### src/rtl/mem_access_ctrl.sv
`default_nettype none
// ============================================================================
// mem_access_ctrl : MEM-stage load/store sequencer with byte enables,
//                   load extension and misalignment fault detection.
// Revision 1.0
// ============================================================================
module mem_access_ctrl (
  input  logic        i_clk,
  input  logic        i_rst,
  input  logic        i_valid,
  input  logic [6:0]  i_opcode,
  input  logic [2:0]  i_func_3,
  input  logic [31:0] i_alu_out,
  input  logic [31:0] i_rs_2,
  input  logic [4:0]  i_rd_num,
  output logic        o_mem_req,
  output logic        o_mem_we,
  output logic [31:0] o_mem_addr,
  output logic [3:0]  o_mem_be,
  output logic [31:0] o_mem_wdata,
  input  logic        i_mem_ack,
  input  logic [31:0] i_mem_rdata,
  output logic        o_stall,
  output logic        o_load_valid,
  output logic [31:0] o_load_data,
  output logic [4:0]  o_rd_num,
  output logic        o_fault
);

  localparam logic [6:0] C_OP_LOAD  = 7'b0000011;
  localparam logic [6:0] C_OP_STORE = 7'b0100011;

  typedef enum logic [1:0] {
    S_IDLE = 2'd0,
    S_REQ  = 2'd1,
    S_DONE = 2'd2
  } state_t;

  state_t      r_state;
  state_t      w_next;

  logic        w_is_load;
  logic        w_is_store;
  logic        w_mem_op;
  logic        w_legal;
  logic [3:0]  w_be;
  logic [31:0] w_wdata;
  logic [31:0] w_shifted;
  logic [31:0] w_ext;

  logic        r_fault;
  logic        r_mem_we;
  logic [31:0] r_mem_addr;
  logic [3:0]  r_mem_be;
  logic [31:0] r_mem_wdata;
  logic [4:0]  r_rd_num;
  logic [2:0]  r_func_3;
  logic [1:0]  r_offset;
  logic [31:0] r_load_data;

  assign w_is_load  = (i_opcode == C_OP_LOAD);
  assign w_is_store = (i_opcode == C_OP_STORE);
  assign w_mem_op   = i_valid & (w_is_load | w_is_store);

  // Size encoding lives in func_3[1:0]; func_3[2] selects unsigned loads.
  always_comb begin
    w_legal = 1'b0;
    w_be    = 4'b0000;
    w_wdata = i_rs_2;
    case (i_func_3[1:0])
      2'b00: begin
        w_legal = w_is_load | (w_is_store & ~i_func_3[2]);
        w_be    = 4'b0001 << i_alu_out[1:0];
        w_wdata = {4{i_rs_2[7:0]}};
      end
      2'b01: begin
        w_legal = (w_is_load | (w_is_store & ~i_func_3[2])) & ~i_alu_out[0];
        w_be    = i_alu_out[1] ? 4'b1100 : 4'b0011;
        w_wdata = {2{i_rs_2[15:0]}};
      end
      2'b10: begin
        w_legal = ~i_func_3[2] & (i_alu_out[1:0] == 2'b00);
        w_be    = 4'b1111;
        w_wdata = i_rs_2;
      end
      default: begin
        w_legal = 1'b0;
        w_be    = 4'b0000;
        w_wdata = i_rs_2;
      end
    endcase
  end

  assign w_shifted = i_mem_rdata >> {r_offset, 3'b000};

  always_comb begin
    case (r_func_3)
      3'b000:  w_ext = {{24{w_shifted[7]}}, w_shifted[7:0]};
      3'b001:  w_ext = {{16{w_shifted[15]}}, w_shifted[15:0]};
      3'b100:  w_ext = {24'd0, w_shifted[7:0]};
      3'b101:  w_ext = {16'd0, w_shifted[15:0]};
      default: w_ext = w_shifted;
    endcase
  end

  always_ff @(posedge i_clk) begin
    if (i_rst) begin
      r_state <= S_IDLE;
    end else begin
      r_state <= w_next;
    end
  end

  always_comb begin
    w_next       = r_state;
    o_stall      = 1'b0;
    o_mem_req    = 1'b0;
    o_load_valid = 1'b0;
    o_fault      = 1'b0;
    case (r_state)
      S_IDLE: begin
        if (w_mem_op) begin
          o_stall = 1'b1;
          w_next  = w_legal ? S_REQ : S_DONE;
        end
      end
      S_REQ: begin
        o_stall   = 1'b1;
        o_mem_req = 1'b1;
        if (i_mem_ack) begin
          w_next = S_DONE;
        end
      end
      S_DONE: begin
        o_load_valid = ~r_fault & ~r_mem_we;
        o_fault      = r_fault;
        w_next       = S_IDLE;
      end
      default: begin
        w_next = S_IDLE;
      end
    endcase
  end

  // Request fields are only loaded in IDLE, so they hold steady through REQ.
  always_ff @(posedge i_clk) begin
    if (i_rst) begin
      r_fault     <= 1'b0;
      r_mem_we    <= 1'b0;
      r_mem_addr  <= 32'd0;
      r_mem_be    <= 4'd0;
      r_mem_wdata <= 32'd0;
      r_rd_num    <= 5'd0;
      r_func_3    <= 3'd0;
      r_offset    <= 2'd0;
      r_load_data <= 32'd0;
    end else begin
      case (r_state)
        S_IDLE: begin
          if (w_mem_op) begin
            r_fault <= ~w_legal;
            if (w_legal) begin
              r_mem_we    <= w_is_store;
              r_mem_addr  <= {i_alu_out[31:2], 2'b00};
              r_mem_be    <= w_be;
              r_mem_wdata <= w_wdata;
              r_rd_num    <= i_rd_num;
              r_func_3    <= i_func_3;
              r_offset    <= i_alu_out[1:0];
            end
          end
        end
        S_REQ: begin
          if (i_mem_ack && !r_mem_we) begin
            r_load_data <= w_ext;
          end
        end
        default: begin
        end
      endcase
    end
  end

  assign o_mem_we    = r_mem_we;
  assign o_mem_addr  = r_mem_addr;
  assign o_mem_be    = r_mem_be;
  assign o_mem_wdata = r_mem_wdata;
  assign o_load_data = r_load_data;
  assign o_rd_num    = r_rd_num;

endmodule
`default_nettype wire

### config.mk
export PLATFORM = sky130hd
export DESIGN_NAME = mem_access_ctrl
export DESIGN_NICKNAME = d
export VERILOG_FILES = /design/src/rtl/mem_access_ctrl.sv
export SDC_FILE = /design/constraint.sdc
export NUM_CORES = 1
export LEC_CHECK = 0
export ABC_AREA = 1
export CAP_MARGIN = 40
export CORE_ASPECT_RATIO = 0.8
export CORE_MARGIN = 3
export CORE_UTILIZATION = 44
export CTS_BUF_LIST = sky130_fd_sc_hd__clkbuf_2 sky130_fd_sc_hd__clkbuf_4 sky130_fd_sc_hd__clkbuf_8
export CTS_CLUSTER_SIZE = 20
export DETAILED_ROUTE_END_ITERATION = 10
export PLACE_DENSITY = 0.82
export SYNTH_ARGS = -nofsm -noshare
export SYNTH_HDL_FRONTEND = slang
export SYNTH_SLANG_ARGS = --single-unit
### constraint.sdc
create_clock -name i_clk -period 2.05 [get_ports i_clk]
set_clock_uncertainty 0.2 [all_clocks]
set_input_delay 0.3075 -clock i_clk [delete_from_list [all_inputs] [get_ports i_clk]]
set_output_delay 0.3075 -clock i_clk [all_outputs]
set_load 0.02 [all_outputs]
Word-level counts from Yosys, hierarchy flattened
Index checks and enable logic that the tools add are counted.

Register bits: 112. Output and inout port bits: 110. Logic and storage cells: 59.

Equal/unequal tests: 11. Shift operators: 2. Muxes and demuxes: 14. Bitwise gates (word level): 12. Reductions and logical operators: 10.

Operator list (count): $pmux W32 S4 (1); $pmux W32 S2 (1); $shr A32 B5 Y32 (1); $pmux W4 S3 (1); $eq A7 B2 Y1 const B (1); $eq A7 B6 Y1 const B (1); $eq A3 B3 Y1 const B (2); $logic_not A2 Y1 (3); $mux W2 (3); $reduce_and A2 Y1 (3); $and A1 B1 Y1 (5); $not A1 Y1 (5); $eq A2 B1 Y1 const B (2); $eq A2 B2 Y1 const B (2); $mux W1 (4); $mux W4 (1); $ne A2 B2 Y1 const B (2); $pmux W2 S2 (1); $shl A1 B2 Y4 const A (1); $eq A3 B1 Y1 const B (1); $logic_not A3 Y1 (1); $pmux W1 S3 (1); $reduce_and A3 Y1 (1); $or A1 B1 Y1 (2); 3 further kinds (3).

Logic depth before layout (Yosys ltp)
Gate-level depths: netlist of the first run.

Word-level depth: 8. Mapped depth: 10. Gate-level depth less buffers: 8.

Least setup slack after synthesis of the first run
Ideal clock, no wire load.

Path kind: input port to output port. From: input i_opcode[2]. To: output o_stall. Arrival: 1.281 ns. Data required time: 1.542 ns. Setup slack: 0.261 ns. Stages: 9. Path buffers: 2. Cell sequence: inv_1 > nand2_1 > nor2_2 > nand2_1 > nor2_4 > buf_4 > buf_4 > inv_1 > nand2_1.

Word-level cells in the longest chain between the ends: 5. Elaborated cells between the ends (all ways): 6.

Ends and longest elaborated chain: from (decl) (line 11) `input logic [6:0] i_opcode,`; $eq A7 B2 Y1 / $eq A7 B6 Y1 (equally long branches) (line 61, 62); $or A1 B1 Y1 * (line 63) `assign w_mem_op = i_valid & (w_is_load | w_is_store);`; $and A1 B1 Y1 * (line 63); $mux W1 * (line 122) `if (w_mem_op) begin`; $pmux W1 S2 * (line 120) `case (r_state)`; to (decl) (line 23) `output logic o_stall,`.

Every way passes the cells marked *; elsewhere a longest branch is shown, timed or not.

Worst setup path after layout of the first run
From: input i_valid. To: output o_stall.

Word-level cells in the longest chain between the ends: 3.

Ends and longest elaborated chain: from (decl) (line 10) `input logic i_valid,`; $and A1 B1 Y1 (line 63); $mux W1 (line 122); $pmux W1 S2 (line 120).

Every way passes these cells.

==> results of run 1 <==
-- path summary, 6_finish.rpt --
check | to | start | cells past startpoint
worst max-delay path | o_stall | i_valid | 8
worst min-delay path | o_mem_addr[29] | i_rst | 3
worst max register to register | o_load_data[18] | r_state[0] | 7
worst min register to register | o_rd_num[2] | o_rd_num[2] | 2
-- worst max-delay path: cells and delay by family --
family / cells / cell delay, ns
buffers and inverters: 4 / 0.74
AND/OR/NAND/NOR: 4 / 0.43
-- per-stage QoR --
stage | power [mW] | instance area, um2 | TNS, ns
2_1_floorplan | 2.394 | 5365 | 0
3_3_place_gp | 2.701 | 7828 | -27.46
3_5_place_dp | 2.704 | 7828 | -30.84
4_1_cts | 3.993 | 8013 | 0
5_1_grt | 4.104 | 8025 | 0
6_report | 3.967 | 8025 | 0
-- synth_stat cells (all sizes together), types with 7 or more instances --
master,n
clkbuf,18
o21ai,50
o211ai,7
dfxtp,112
or2,9
nand2,192
a21boi,7
a21oi,87
nand3,119
inv,48
buf,41
nor2,71
o21a,7
-- metal layers --
metal,up-vias,part of all wire,global-route usage
met5,-,0,0
li1,2990,-,-
met3,18,0.084,0.06949
met2,206,0.44,0.3872
met1,2733,0.46,0.3493
met4,0,0.011,0.05267
-- final cells by class --
type	instances	area [um2]	share of cell area
clock buffer	9	123.9	0.01544
inverter	49	183.9	0.02292
sequential	112	2242	0.2794
timing repair buffer	264	2615	0.3258
tap	148	185.2	0.02307
multi-input combinational	563	2611	0.3254
clock inverter	7	63.81	0.007951
-- cell families (layout without fill, tap and decap cells) --
group | Yosys count | count (layout) | synth area share
other | 1 | 2 | 0.0006994
buffers and inverters | 108 | 329 | 0.09591
AO/OA/AOI/OAI | 162 | 162 | 0.1620
AND/OR/NAND/NOR | 399 | 399 | 0.3232
flip-flops | 112 | 112 | 0.4182
-- power by group through the flow --
stage / combinational, mW / clock (mW) / sequential (mW)
6_report: 0.485 / 1.31 / 2.18
5_1_grt: 0.524 / 1.40 / 2.18
4_1_cts: 0.482 / 1.33 / 2.18
3_5_place_dp: 0.479 / 0 / 2.23
3_3_place_gp: 0.475 / 0 / 2.23
2_1_floorplan: 0.168 / 0 / 2.23
-- timing repair --
action / 4_1_cts / 5_1_grt
pin swaps: 0 / 0
cloned: 0 / 0
hold buffers: 0 / 0
setup endpoints to repair: 7 / 37
gates resized for setup: 9 / 4
-- registers in the layout, indices dropped and copies added (netlist names) --
| signal | count |
|---|---|
| r_offset | 2 |
| o_rd_num | 5 |
| o_load_data | 32 |
| o_mem_wdata | 32 |
| o_mem_addr | 30 |
| o_mem_we | 1 |
| r_func_3 | 3 |
| r_fault | 1 |
| o_mem_be | 4 |
| r_state | 2 |
==> results.toml, run 1 <==
[status]
status = "finished clean"

[finish]
num-nets-final = 1114
num_antenna_cells = 0
postLayoutCoreUtil = 0.6864
n_fill_cell = 1065
fin_cells = 1152
final_common_cell = "clkdlybuf4s50_1"
syn2layout_area_growth_pct = 49.69
drive_gt1_frac = 0.08267
layout_common_cells = "clkdlybuf4s50_1, nand2_1, nand3_1, dfxtp_1, a21oi_1"

[yosys]
yosys_register_bits = 112
yosysWarnings = 0
async_flop_share = 0
ys_seq_area_frac = 0.4182
avgSynthCellArea_um2 = 6.856
yosys.cell_types.count = 32
syn_inst = 782
yosysTopAreaCell = "dfxtp_1"
synth-main-ff-cell = "dfxtp_1"
synth_top_area_share = 0.4182
synth-edff-count = 0
syn_area_mm2 = 0.005361
synth.area.top_cells = "dfxtp_1, nand2_1, nand3_1"

[routing]
drtIter0Drc = 404
totalWireLength_um = 17590
drtPass1Iterations = 5
drc = 0
ant_nets = 0
vias = 5947
wire_per_inst_um = 15.27
viasPerCell = 5.162

[clock_tree]
numCtsBuffers = 9
cts_setup_buffers = 0
cts_max_level = 3
clock_latency_ns = 0.38
cts_tree = "done"
cts_root_buf = "clkbuf_8"
clock_path_buffers = 2
cts.reportedPaths.clkPinSlew_ns = 0.11
cts.sinks = 112

[timing]
fmax_ghz = 0.5030
finalHoldViolCount = 0
setup_ws_ns = 0.06184
period_needed_ns = 1.988
fin_crit_sh = 0.9698
rsz0062_at_grt = "false"
holdWs_ns = 0.2251
drv_slew = 0
setup_violations = 0

[min_path]
hold_class = "input port to flip-flop"

[power_and_ir_drop]
combPwrFrac = 0.122
pwr-share-clk = 0.329
powerDensity_mw_per_mm2 = 494.3
seq_power_share = 0.549
ir_drop_v = 0.0003450
swShare = 0.2641
power.switching_mw = 1.048
intPower_mw = 2.919
leakage_nw = 3.167

[grt]
grt-ovfl-total = 0
grt_pass1_wl_um = 27500
grt_pass1_vias = 5390
grt_max_degree = 88
antenna_found_initial = 0
grt_usage = 0.2502

[floorplan]
die_w_um = 129.4
chipHeight_um = 104.7
initial_core_util = 0.4585
core_area_mm2 = 0.01169
rows = 35
dieArea_mm2 = 0.01355
io_pins = 225

[critical_path]
worstPathCellList = "clkdlybuf4s50_1 > inv_1 > nor2_2 > nand2_1 > nor2_4 > inv_1 > nand2_1 > buf_4"
startpoint_type = "input port"
cpPeakStageDelay_ns = 0.48
r2r_slack_ns = 0.30
crit_arrival_ns = 1.48
cpMaxStageDelayCell = "clkdlybuf4s50_1"
critical_path_class = "input port to primary output"
critPathCaptureType = "primary output"
crit_required_ns = 1.54
worstPathMaxFanout = 2

[placed_design]
post-place-ws_ns = -0.4617
place_inst = 1136
gp_congestion = 0.8603
dpl.hpwl_um = 12890
io_buffers = 222

[run]
maxCapViolations = 0
(Power assumes the default switching activity.)
==> inputs of run 2 (changes only) <==
--- a/config.mk
+++ b/config.mk
@@ -10,10 +10,10 @@
 export CORE_ASPECT_RATIO = 0.8
 export CORE_MARGIN = 3
 export CORE_UTILIZATION = 44
-export CTS_BUF_LIST = sky130_fd_sc_hd__clkbuf_2 sky130_fd_sc_hd__clkbuf_4 sky130_fd_sc_hd__clkbuf_8
+export CTS_BUF_LIST = sky130_fd_sc_hd__clkbuf_8
 export CTS_CLUSTER_SIZE = 20
 export DETAILED_ROUTE_END_ITERATION = 10
-export PLACE_DENSITY = 0.82
+export PLACE_DENSITY_LB_ADDON = 0.05
 export SYNTH_ARGS = -nofsm -noshare
 export SYNTH_HDL_FRONTEND = slang
 export SYNTH_SLANG_ARGS = --single-unit
==> results.toml, run 2 (synthesis results as in run 1) <==
[finish]
num-nets-final = 1119
n_fill_cell = 960
num_antenna_cells = 0
drive_gt1_frac = 0.08821
final_common_cell = "clkdlybuf4s50_1"
syn2layout_area_growth_pct = 51.44
multi_input_area_mm2 = 0.002616
regArea_mm2 = 0.002243
layout_common_cells = "clkdlybuf4s50_1, nand2_1, nand3_1, dfxtp_1, a21oi_1"

[routing]
dr.max_layer_used = "met4"
ant_nets = 0
vias = 5968
drtPass1Iterations = 5
totalWireLength_um = 17920
viasPerCell = 5.158
drc = 0
wl_met2_um = 8037
met1_length_um = 7844
met3WireLength_um = 1842
wire_per_inst_um = 15.49
drtIter0Drc = 430

[clock_tree]
clock_path_buffers = 2
cts_tree = "done"
cts_root_buf = "clkbuf_8"
cts.reportedPaths.clkPinSlew_ns = 0.10
numCtsBuffers = 9
cts_max_level = 3
cts.sinks = 112
hold_buffers = 0
clock_latency_ns = 0.38

[floorplan]
rows = 35
chipHeight_um = 104.7
core_area_mm2 = 0.01169
die_w_um = 129.4
io_pins = 225
dieArea_mm2 = 0.01355
initial_core_util = 0.4585

[critical_path]
timing.rr.end = "o_load_data[30]"
timing.rr.start = "r_offset[0]"
r2r_slack_ns = 0.25
critPathCaptureType = "primary output"
r2r_cells = 8
critPathBufInv = 4
startpoint_type = "input port"
worstPathMaxFanout = 2
crit_arrival_ns = 1.47
cpPeakStageDelay_ns = 0.46
worstPathCellList = "clkdlybuf4s50_1 > inv_1 > nor2_2 > nand2_1 > nor2_4 > inv_1 > nand2_1 > buf_2"
critical_path_class = "input port to primary output"
cpMaxStageDelayCell = "clkdlybuf4s50_1"
path_delay_family = "buffers and inverters"
crit_required_ns = 1.54

[timing]
fin_crit_sh = 0.9640
drv_slew = 0
setup_violations = 0
holdWs_ns = 0.2670
period_needed_ns = 1.976
fmax_ghz = 0.5060
finalHoldViolCount = 0

[power_and_ir_drop]
finalPower_mw = 4.025
powerDensity_mw_per_mm2 = 495.7
ir_drop_v = 0.0004282
combPwrFrac = 0.122
seq_power_share = 0.540
pwr-share-clk = 0.337
leakage_nw = 3.227
intPower_mw = 3.034
power.switching_mw = 0.9911
swShare = 0.2462

[status]
status = "finished clean"

[grt]
grt-ovfl-total = 0
grt_usage = 0.2561
grt_max_degree = 64
antenna_found_initial = 0
grt_pass1_wl_um = 28020
grt_pass1_vias = 5397

[run]
maxCapViolations = 0

[min_path]
min_from = "o_mem_addr[6]"
whs_path_depth = 2
holdPathEnd = "o_mem_addr[6]"
hold_class = "flip-flop to flip-flop"

[placed_design]
gp_congestion = 0.8897
io_buffers = 222
dpl.hpwl_um = 13480
run 2: worst max-delay path by stage:
stage / startpoint / endpoint / slack, ns / cells past startpoint
2_1_floorplan: i_opcode[2] / o_stall / 0.26 / 9
3_3_place_gp: i_opcode[6] / o_stall / -0.38 / 9
3_5_place_dp: i_opcode[4] / o_stall / -0.40 / 9
4_1_cts: o_mem_we / o_mem_we / 0.02 / 2
5_1_grt: i_valid / o_stall / -0.01 / 8
6_report: i_valid / o_stall / 0.07 / 8
run 2: metrics by stage:
stage,utilization,TNS (ns),std cells,area (um2),worst slack (ns)
after floorplan,-,0,783,5365,0.2611
after global placement,0.6759,-20.92,1141,7903,-0.3787
after detailed placement,0.6759,-24.15,1141,7903,-0.4017
after CTS,0.6929,0,1157,8102,0.02471
after global routing,0.6944,-0.01304,1157,8119,-0.01304
final,0.6944,0,1157,8119,0.07375
run 2: layout make-up:
| type | count | share of cell area |
|---|---|---|
| Multi-Input combinational cell | 563 | 0.3222 |
| Timing Repair Buffer | 269 | 0.3310 |
| Clock inverter | 7 | 0.009709 |
| Clock buffer | 9 | 0.01526 |
| Sequential cell | 112 | 0.2763 |
| Inverter | 49 | 0.02265 |
| Tap cell | 148 | 0.02281 |
run 2: timing repair:
item | in CTS | in global routing
cloned | 0 | 0
hold endpoints to repair | 0 | 0
setup endpoints to repair | 4 | 73
setup buffers | 0 | 0
resized for setup | 8 | 5
run 2: power by group through the flow:
stage               sequential, mW  clock [mW]  combinational, mW
detailed placement            2.23           0              0.486
global placement              2.23           0              0.480
global route                  2.18        1.49              0.531
finish                        2.18        1.36              0.492
floorplan                     2.23           0              0.168
CTS                           2.18        1.40              0.487
run 2: layer usage:
metal  track usage  up-vias
met3       0.08789       19
met4       0.04748        0
met2        0.3950      258
met1        0.3516     2687
met5             0        -
li1              -     3004
run 2: worst reg2reg max path, delay by kind of cell, from the launching register on:
kind            cells  cell delay, ns
flops               1            0.45
simple gates        5            0.73
buf+inv             2            0.14
compound gates      1            0.19
